<file path="src/rtl/multi_port_free_list_pkg.sv">
// Shared types for the multi-port physical register free list.
// Physical ID type and init-sequence state encoding.
package cva5_types;
    localparam int PHYS_ID_WIDTH = 6;

    typedef logic [PHYS_ID_WIDTH-1:0] phys_id_t;

    typedef enum logic {
        INIT = 1'b0,
        RUN  = 1'b1
    } free_list_init_state_t;
endpackage

</file>
<file path="src/rtl/multi_port_free_list_if.sv">
// Renamer/retire-facing bundle of the multi-port free list.
// master = allocator/releaser side, slave = the free list itself.
interface multi_port_free_list_if #(
    parameter int DATA_WIDTH = 6,
    parameter int FIFO_DEPTH = 32,
    parameter int POP_PORTS  = 2,
    parameter int PUSH_PORTS = 2
);
    localparam int DEPTH_P2 = 1 << $clog2(FIFO_DEPTH);
    localparam int CNT_W    = $clog2(DEPTH_P2) + 1;
    localparam int RB_W     = $clog2(POP_PORTS + 1);

    logic [POP_PORTS-1:0]             pop_request;
    logic [POP_PORTS-1:0]             pop_valid;
    logic [POP_PORTS*DATA_WIDTH-1:0]  pop_data;
    logic [PUSH_PORTS-1:0]            push;
    logic [PUSH_PORTS*DATA_WIDTH-1:0] push_data;
    logic [RB_W-1:0]                  rollback_count;
    logic [CNT_W-1:0]                 count;
    logic                             full;
    logic                             init_done;

    modport master (
        output pop_request, push, push_data, rollback_count,
        input  pop_valid, pop_data, count, full, init_done
    );

    modport slave (
        input  pop_request, push, push_data, rollback_count,
        output pop_valid, pop_data, count, full, init_done
    );
endinterface

</file>
<file path="src/rtl/multi_port_free_list_rank_encoder.sv">
// Per-bit rank (number of set bits below each position) and total popcount.
// Used to compact sparse push strobes and to count pops.
module free_list_rank_encoder #(
    parameter int N = 2,
    localparam int W = $clog2(N + 1)
) (
    input  logic [N-1:0]        strobe,
    output logic [N-1:0][W-1:0] rank,
    output logic [W-1:0]        total
);
    logic [W-1:0] acc;

    always_comb begin
        acc  = '0;
        rank = '0;
        for (int i = 0; i < N; i++) begin
            rank[i] = acc;
            acc     = acc + W'(strobe[i]);
        end
        total = acc;
    end
endmodule

</file>
<file path="src/rtl/multi_port_free_list.sv">
// Multi-port circular free list of physical register IDs (LUT-RAM, no RAM reset).
// Optional FREE_LIST_INIT_EN preloads INIT_BASE+i after reset via an INIT -> RUN FSM.
//   state | meaning
//   INIT  | filling RAM with INIT_BASE+i, PUSH_PORTS entries per cycle; inputs ignored
//   RUN   | normal allocate/release/rollback operation
module multi_port_free_list
    import cva5_types::*;
#(
    parameter int DATA_WIDTH = 6,
    parameter int FIFO_DEPTH = 32,
    parameter int POP_PORTS  = 2,
    parameter int PUSH_PORTS = 2,
    parameter int INIT_BASE  = 32
) (
    input logic                   clk,
    input logic                   rst,
    multi_port_free_list_if.slave fl
);
    localparam int DEPTH_P2 = 1 << $clog2(FIFO_DEPTH);
    localparam int IDX_W    = (DEPTH_P2 > 1) ? $clog2(DEPTH_P2) : 1;
    localparam int CNT_W    = $clog2(DEPTH_P2) + 1;
    localparam int POP_RW   = $clog2(POP_PORTS + 1);
    localparam int PUSH_RW  = $clog2(PUSH_PORTS + 1);

    if (POP_PORTS < 1 || POP_PORTS > 4 || PUSH_PORTS < 1 || PUSH_PORTS > 4 || INIT_BASE < 0)
        $error("multi_port_free_list: unsupported parameter set");

    logic [DATA_WIDTH-1:0] ram [DEPTH_P2];

    logic [IDX_W-1:0]  read_index, write_index;
    logic [CNT_W-1:0]  count_q, count_next;
    logic [CNT_W:0]    cnt_sum;
    logic              running;

    logic [PUSH_PORTS-1:0]              push_eff;
    logic [PUSH_PORTS-1:0][PUSH_RW-1:0] push_rank;
    logic [PUSH_RW-1:0]                 npush;
    logic [DATA_WIDTH-1:0]              wr_data [PUSH_PORTS];

    logic [POP_PORTS-1:0]             pop_eff;
    logic [POP_PORTS-1:0][POP_RW-1:0] pop_rank;
    logic [POP_RW-1:0]                npop;
    logic [POP_RW-1:0]                rollback_eff;

`ifdef FREE_LIST_INIT_EN
    localparam int INIT_CYCLES = (DEPTH_P2 + PUSH_PORTS - 1) / PUSH_PORTS;
    localparam int CTR_W       = $clog2(INIT_CYCLES + 1);

    free_list_init_state_t state, state_next;
    logic [CTR_W-1:0]      init_ctr, init_ctr_next;
    logic [PUSH_PORTS-1:0] init_we;

    always_ff @(posedge clk or posedge rst) begin
        if (rst) begin
            state    <= INIT;
            init_ctr <= CTR_W'(INIT_CYCLES - 1);
        end else begin
            state    <= state_next;
            init_ctr <= init_ctr_next;
        end
    end

    always_comb begin
        state_next    = state;
        init_ctr_next = init_ctr;
        case (state)
            INIT: begin
                if (init_ctr == '0) state_next = RUN;
                else init_ctr_next = init_ctr - CTR_W'(1);
            end
            RUN: state_next = RUN;
        endcase
    end

    assign running = (state == RUN);

    // Last INIT beat may be partial when DEPTH_P2 is not a multiple of PUSH_PORTS.
    always_comb begin
        init_we = '0;
        for (int j = 0; j < PUSH_PORTS; j++)
            init_we[j] = ({1'b0, count_q} + (CNT_W+1)'(j)) < (CNT_W+1)'(DEPTH_P2);
    end

    always_comb begin
        for (int j = 0; j < PUSH_PORTS; j++) begin
            wr_data[j] = running ? fl.push_data[j*DATA_WIDTH +: DATA_WIDTH]
                                 : DATA_WIDTH'(INIT_BASE + int'(count_q) + j);
        end
    end

    assign push_eff = running ? fl.push : init_we;

    a_idle_in_init: assert property (@(posedge clk) disable iff (rst)
        !running |-> (fl.push == '0 && fl.pop_request == '0 && fl.rollback_count == '0));
`else
    assign running  = 1'b1;
    assign push_eff = fl.push;

    always_comb begin
        for (int j = 0; j < PUSH_PORTS; j++)
            wr_data[j] = fl.push_data[j*DATA_WIDTH +: DATA_WIDTH];
    end
`endif

    assign pop_eff      = fl.pop_request & {POP_PORTS{running}};
    assign rollback_eff = running ? fl.rollback_count : '0;

    free_list_rank_encoder #(.N(PUSH_PORTS)) push_enc (
        .strobe (push_eff),
        .rank   (push_rank),
        .total  (npush)
    );

    free_list_rank_encoder #(.N(POP_PORTS)) pop_enc (
        .strobe (pop_eff),
        .rank   (pop_rank),
        .total  (npop)
    );

    // One extra bit so overflow/underflow is visible to the legality check.
    assign cnt_sum    = {1'b0, count_q} + (CNT_W+1)'(npush) + (CNT_W+1)'(rollback_eff)
                        - (CNT_W+1)'(npop);
    assign count_next = cnt_sum[CNT_W-1:0];

    always_ff @(posedge clk or posedge rst) begin
        if (rst) begin
            read_index  <= '0;
            write_index <= '0;
            count_q     <= '0;
        end else begin
            read_index  <= read_index + IDX_W'(npop) - IDX_W'(rollback_eff);
            write_index <= write_index + IDX_W'(npush);
            count_q     <= count_next;
        end
    end

    always_ff @(posedge clk) begin
        for (int j = 0; j < PUSH_PORTS; j++) begin
            if (!rst && push_eff[j])
                ram[IDX_W'(write_index + IDX_W'(push_rank[j]))] <= wr_data[j];
        end
    end

    for (genvar k = 0; k < POP_PORTS; k++) begin : g_pop
        assign fl.pop_data[k*DATA_WIDTH +: DATA_WIDTH] = ram[IDX_W'(read_index + IDX_W'(k))];
        assign fl.pop_valid[k] = running && (count_q > CNT_W'(k));

        a_pop_prefix: assert property (@(posedge clk) disable iff (rst)
            fl.pop_request[k] |-> (pop_rank[k] == POP_RW'(k)));
    end

    assign fl.count     = count_q;
    assign fl.full      = (count_q == CNT_W'(DEPTH_P2));
    assign fl.init_done = running;

    a_pop_valid: assert property (@(posedge clk) disable iff (rst)
        (fl.pop_request & ~fl.pop_valid) == '0);

    a_no_overflow: assert property (@(posedge clk) disable iff (rst)
        cnt_sum <= (CNT_W+1)'(DEPTH_P2));
endmodule

</file>
<file path="src/flat_wrapper.sv">
// flat-port wrapper written by rule: the top's interface ports become plain ports
module multi_port_free_list_flat import cva5_types::*;
#(
    parameter int DATA_WIDTH = 6,
    parameter int FIFO_DEPTH = 32,
    parameter int POP_PORTS  = 2,
    parameter int PUSH_PORTS = 2,
    parameter int INIT_BASE  = 32
)
  (clk, rst, fl_pop_request, fl_push, fl_push_data, fl_rollback_count, fl_pop_valid, fl_pop_data, fl_count, fl_full, fl_init_done);
  multi_port_free_list_if #(.DATA_WIDTH(DATA_WIDTH), .FIFO_DEPTH(FIFO_DEPTH), .POP_PORTS(POP_PORTS), .PUSH_PORTS(PUSH_PORTS)) fl_i ();
  input logic clk;
  input logic rst;
  input wire logic [$bits(fl_i.pop_request)-1:0] fl_pop_request;
  input wire logic [$bits(fl_i.push)-1:0] fl_push;
  input wire logic [$bits(fl_i.push_data)-1:0] fl_push_data;
  input wire logic [$bits(fl_i.rollback_count)-1:0] fl_rollback_count;
  output wire logic [$bits(fl_i.pop_valid)-1:0] fl_pop_valid;
  output wire logic [$bits(fl_i.pop_data)-1:0] fl_pop_data;
  output wire logic [$bits(fl_i.count)-1:0] fl_count;
  output wire logic [$bits(fl_i.full)-1:0] fl_full;
  output wire logic [$bits(fl_i.init_done)-1:0] fl_init_done;
  assign fl_i.pop_request = fl_pop_request;
  assign fl_i.push = fl_push;
  assign fl_i.push_data = fl_push_data;
  assign fl_i.rollback_count = fl_rollback_count;
  assign fl_pop_valid = fl_i.pop_valid;
  assign fl_pop_data = fl_i.pop_data;
  assign fl_count = fl_i.count;
  assign fl_full = fl_i.full;
  assign fl_init_done = fl_i.init_done;
  multi_port_free_list #(.DATA_WIDTH(DATA_WIDTH), .FIFO_DEPTH(FIFO_DEPTH), .POP_PORTS(POP_PORTS), .PUSH_PORTS(PUSH_PORTS), .INIT_BASE(INIT_BASE)) u_core (.clk(clk), .rst(rst), .fl(fl_i));
endmodule
</file>
<file path="config.mk">
export PLATFORM = sky130hd
export DESIGN_NAME = multi_port_free_list_flat
export DESIGN_NICKNAME = d
export VERILOG_FILES = /design/src/rtl/multi_port_free_list_pkg.sv /design/src/rtl/multi_port_free_list_if.sv /design/src/rtl/multi_port_free_list_rank_encoder.sv /design/src/rtl/multi_port_free_list.sv /design/src/flat_wrapper.sv
export SDC_FILE = /design/constraint.sdc
export NUM_CORES = 1
export LEC_CHECK = 0
export BUFFER_PORTS_ARGS = -buffer_cell sky130_fd_sc_hd__buf_2
export CAP_MARGIN = 20
export CORE_UTILIZATION = 35
export CTS_CLUSTER_DIAMETER = 60
export DETAILED_ROUTE_END_ITERATION = 12
export PLACE_DENSITY_LB_ADDON = 0.15
export SYNTH_ARGS = -nofsm -noshare
export SYNTH_HDL_FRONTEND = slang
export SYNTH_SLANG_ARGS = --single-unit
</file>
<file path="constraint.sdc">
create_clock -name clk -period 3.65 [get_ports clk]
set_clock_uncertainty 0.1 [all_clocks]
set_input_delay 0.9125 -clock clk [delete_from_list [all_inputs] [get_ports clk]]
set_output_delay 0.9125 -clock clk [all_outputs]
set_load 0.1 [all_outputs]
</file>
==> results.toml <==
[setup_path]
cp_data_arrival_time_ns = 2.94
worst_case_register_to_register_setup_slack_ns = 0.76
cp-start-kind = "flop"
worstSetupEndpointType = "output pin"
r2r_cells = 6
reg2reg_from = "u_core.write_index[0]$_DFF_PP0_"
cp_max_fo = 10
reg2reg_to = "u_core.ram[3][5]$_DFFE_PP_"
critical_path_class = "reg2out"
worstPathRequired_ns = 2.64
timing.critical_path.from = "u_core.read_index[0]$_DFF_PP0_"

[pwr]
power_per_cell_area_nw_per_um2 = 1080
leakage_power_figure_nw = 6.16
worst_ir_drop_vdd_v = 0.000495

[global_routing]
globalRoute.busiestLayer = "met2"
global_route.usage.met2_pct = 34.8
grtUsageMet3_pct = 4.10
initial_antenna_violation_count = 0
gr-usage-all-layers_pct = 22.6
first_pass_grt_wire_length_um = 63700
grt_overflow = 0
pin_count_of_the_biggest_net_entering_global_routing = 33
grt_pass1_vias = 9172
grtUsageMet1_pct = 32.6

[synthesis]
synth.yosys.seq_area_share_pct = 45.9
synth.net_count = 1039
postSynthRegisterBits = 208
syn-cell-area_um2 = 13400
post_synth.cell_area_avg_um2 = 13.6
ys_warn_count = 0
post_synth_inst_count = 989
ys_types = 56

[final_layout]
register_area_um2 = 6170
fillerInstances = 3455
drive_above_1_share_pct = 48.8
footprint_of_the_multi_input_gates_um2 = 7090
syn2layout_area_growth_pct = 25.0
layout_commonest_cell = "sky130_fd_sc_hd__mux2_2"
design.final.nets = 1155
layout_common_cells = "sky130_fd_sc_hd__mux2_2 (193), sky130_fd_sc_hd__edfxtp_1 (192), sky130_fd_sc_hd__buf_4 (91)"
insertedDiodeCount = 0

[sta]
final_critical_path_setup_slack_ns = -0.306
final-setup-viol-count = 12
unrepaired_setup_endpoints_after_global_routing = "true"
timing.fmax_ghz = 0.253
timing_hold_violations_final = 0
period_needed_ns = 3.96
fin_tns_setup_ns = -2.65
number_of_pins_exceeding_their_max_slew_limit_in_the_final_report = 0
max_slew.worst_pin.slew_ns = 0.955
period_utilization_post_route_pct = 108
max_slew_margin_pct = 35.7
fin_worst_hold_slack_ns = 0.174

[flow_run]
maxcap_viol_count = 0

[clocking]
cts_tree = "built"
htreeDepth = 1
cts.path.max_buffers = 3
clock-sinks = 208
clk_pin_slew_worst_paths_ns = 0.05
cts_inserted_buffers = 29
insertion_delay_ns = 0.55
cts.root.buffer_cell = "sky130_fd_sc_hd__clkbuf_16"

[detailed_routing]
detail_route.first_pass.iterations = 5
routed-via-count = 9226
post-route-drc-count = 0
route.detailed.wl_per_inst_um = 27.2
final_antenna_net_count = 0
drt_first_iter_violations = 767
overall_routed_net_length_um = 44400
detail_route.vias_per_cell = 5.64

[outcome]
violations_in_the_final_reports = "negative setup slack"
status = "finished with violations"

[placement]
place.detailed.hpwl_um = 28600
place.port_buffers = 40
gp_routability_congestion = 0.839

[floorplan]
initial_core_util_pct = 35.6
coreArea_um2 = 37800
die-area_um2 = 39200
die_h_um = 198
core.rowCount = 71
top_level_ports = 42
die_width_um = 198

[min_path]
min-delay-path-class = "in2async"
-- state kept, by name, summed over array words and instances, names as in the netlist --
signal,count
u_core.fl.count,6
u_core.read_index,5
u_core.ram,192
u_core.write_index,5
-- kinds of logic (layout without fill, tap and decap cells) --
| group | count (synthesis) | after routing | synth area share (%) |
|---|---|---|---|
| muxes | 345 | 345 | 33.1 |
| DFF | 208 | 208 | 45.9 |
| and+or+nand+nor | 169 | 169 | 7.01 |
| other | 1 | 1 | 0.0279 |
| buffers and inverters | 111 | 248 | 3.74 |
| xor gates and xnor gates | 19 | 19 | 1.38 |
| AOI/OAI and AO/OA | 106 | 106 | 5.67 |
| adders and majority gates | 30 | 30 | 3.19 |
-- power breakdown --
group / switching, mW / internal (mW)
combinational: 6.74 / 5.43
clock: 1.09 / 1.65
sequential: 0.262 / 2.89
-- worst max-delay path: stages (launching register included) --
cell and delay (ns):
sky130_fd_sc_hd__dfrtp_2 0.43, sky130_fd_sc_hd__ha_4 0.30, sky130_fd_sc_hd__buf_12 0.15, sky130_fd_sc_hd__buf_12 0.14, sky130_fd_sc_hd__buf_16 0.15, sky130_fd_sc_hd__mux2i_1 0.23
sky130_fd_sc_hd__a22o_1 0.19, sky130_fd_sc_hd__nor3_1 0.06, sky130_fd_sc_hd__or4_4 0.53, sky130_fd_sc_hd__buf_12 0.19
-- cells in the mapped netlist, drive strengths merged --
cell / number / share of area [%]
nor3: 21 / 1.1
mux2: 231 / 19
dfrtp: 16 / 3.0
or4: 2 / 0.11
and3: 4 / 0.19
a21oi: 13 / 0.48
o21bai: 13 / 0.73
mux2i: 58 / 4.3
a32oi: 2 / 0.19
nor2b: 4 / 0.24
or3: 8 / 0.37
and4b: 1 / 0.075
o32ai: 5 / 0.33
nand3b: 3 / 0.17
ha: 23 / 2.1
edfxtp: 192 / 43
nand2: 68 / 2.2
o21ai: 22 / 0.90
nor3b: 2 / 0.28
a2bb2oi: 1 / 0.065
a21o: 5 / 0.28
nand3: 28 / 1.0
buf: 43 / 1.8
conb: 1 / 0.028
and2: 6 / 0.28
inv: 23 / 0.64
clkbuf: 45 / 1.3
o22ai: 23 / 1.2
fa: 7 / 1.0
a22oi: 1 / 0.16
xnor2: 12 / 0.78
a22o: 20 / 1.3
mux4: 56 / 9.4
nor2: 12 / 0.45
or2: 1 / 0.047
nand4: 7 / 0.33
nor4: 1 / 0.16
nand2b: 1 / 0.047
xor2: 7 / 0.60
a21bo: 1 / 0.075
-- area by class of cell --
class / instances / area share (%)
Multi-Input combinational cell: 670 / 42.3
Sequential cell: 208 / 36.7
Timing Repair Buffer: 173 / 11.2
Clock buffer: 32 / 4.39
Tap cell: 511 / 3.81
Clock inverter: 20 / 1.08
Inverter: 23 / 0.514
-- how the worst max path moves through the flow --
stage	slack [ns]	end
after floorplan	-0.16	fl_pop_data[0]
after global placement	0.05	u_core.fl.count[5]$_DFF_PP0_
after detailed placement	0.01	u_core.fl.count[5]$_DFF_PP0_
after CTS	-0.33	fl_pop_data[9]
after global routing	-0.37	fl_pop_data[10]
final	-0.31	fl_pop_data[10]
-- stage by stage --
step | instances | util (%) | setup WS [ns] | power, mW | area [um2]
final | 1637 | 44.5 | -0.306 | 18.1 | 16800
after global placement | 1538 | 39.1 | 0.0490 | 12.9 | 14800
after detailed placement | 1538 | 39.1 | 0.0121 | 13.0 | 14800
after CTS | 1611 | 42.9 | -0.332 | 16.9 | 16200
after global routing | 1637 | 44.5 | -0.372 | 18.7 | 16800
after floorplan | 989 | - | -0.157 | 9.77 | 13400
-- timing repair --
item,in CTS,in global routing
gates cloned,6,6
setup endpoints to repair,12,12
gates resized for setup,57,64
pin swaps,6,25
hold buffers,0,0
buffers inserted,15,28
-- metal layers --
| metal | share of wire, % | vias to the layer above | wire length (um) |
|---|---|---|---|
| met5 | 0 | - | 0 |
| met4 | 2.4 | 0 | 1080 |
| met3 | 5.9 | 60 | 2610 |
| met2 | 45 | 298 | 20100 |
| met1 | 46 | 4792 | 20600 |
| li1 | - | 4076 | - |
Note: power is estimated with default switching activity, not from simulation.
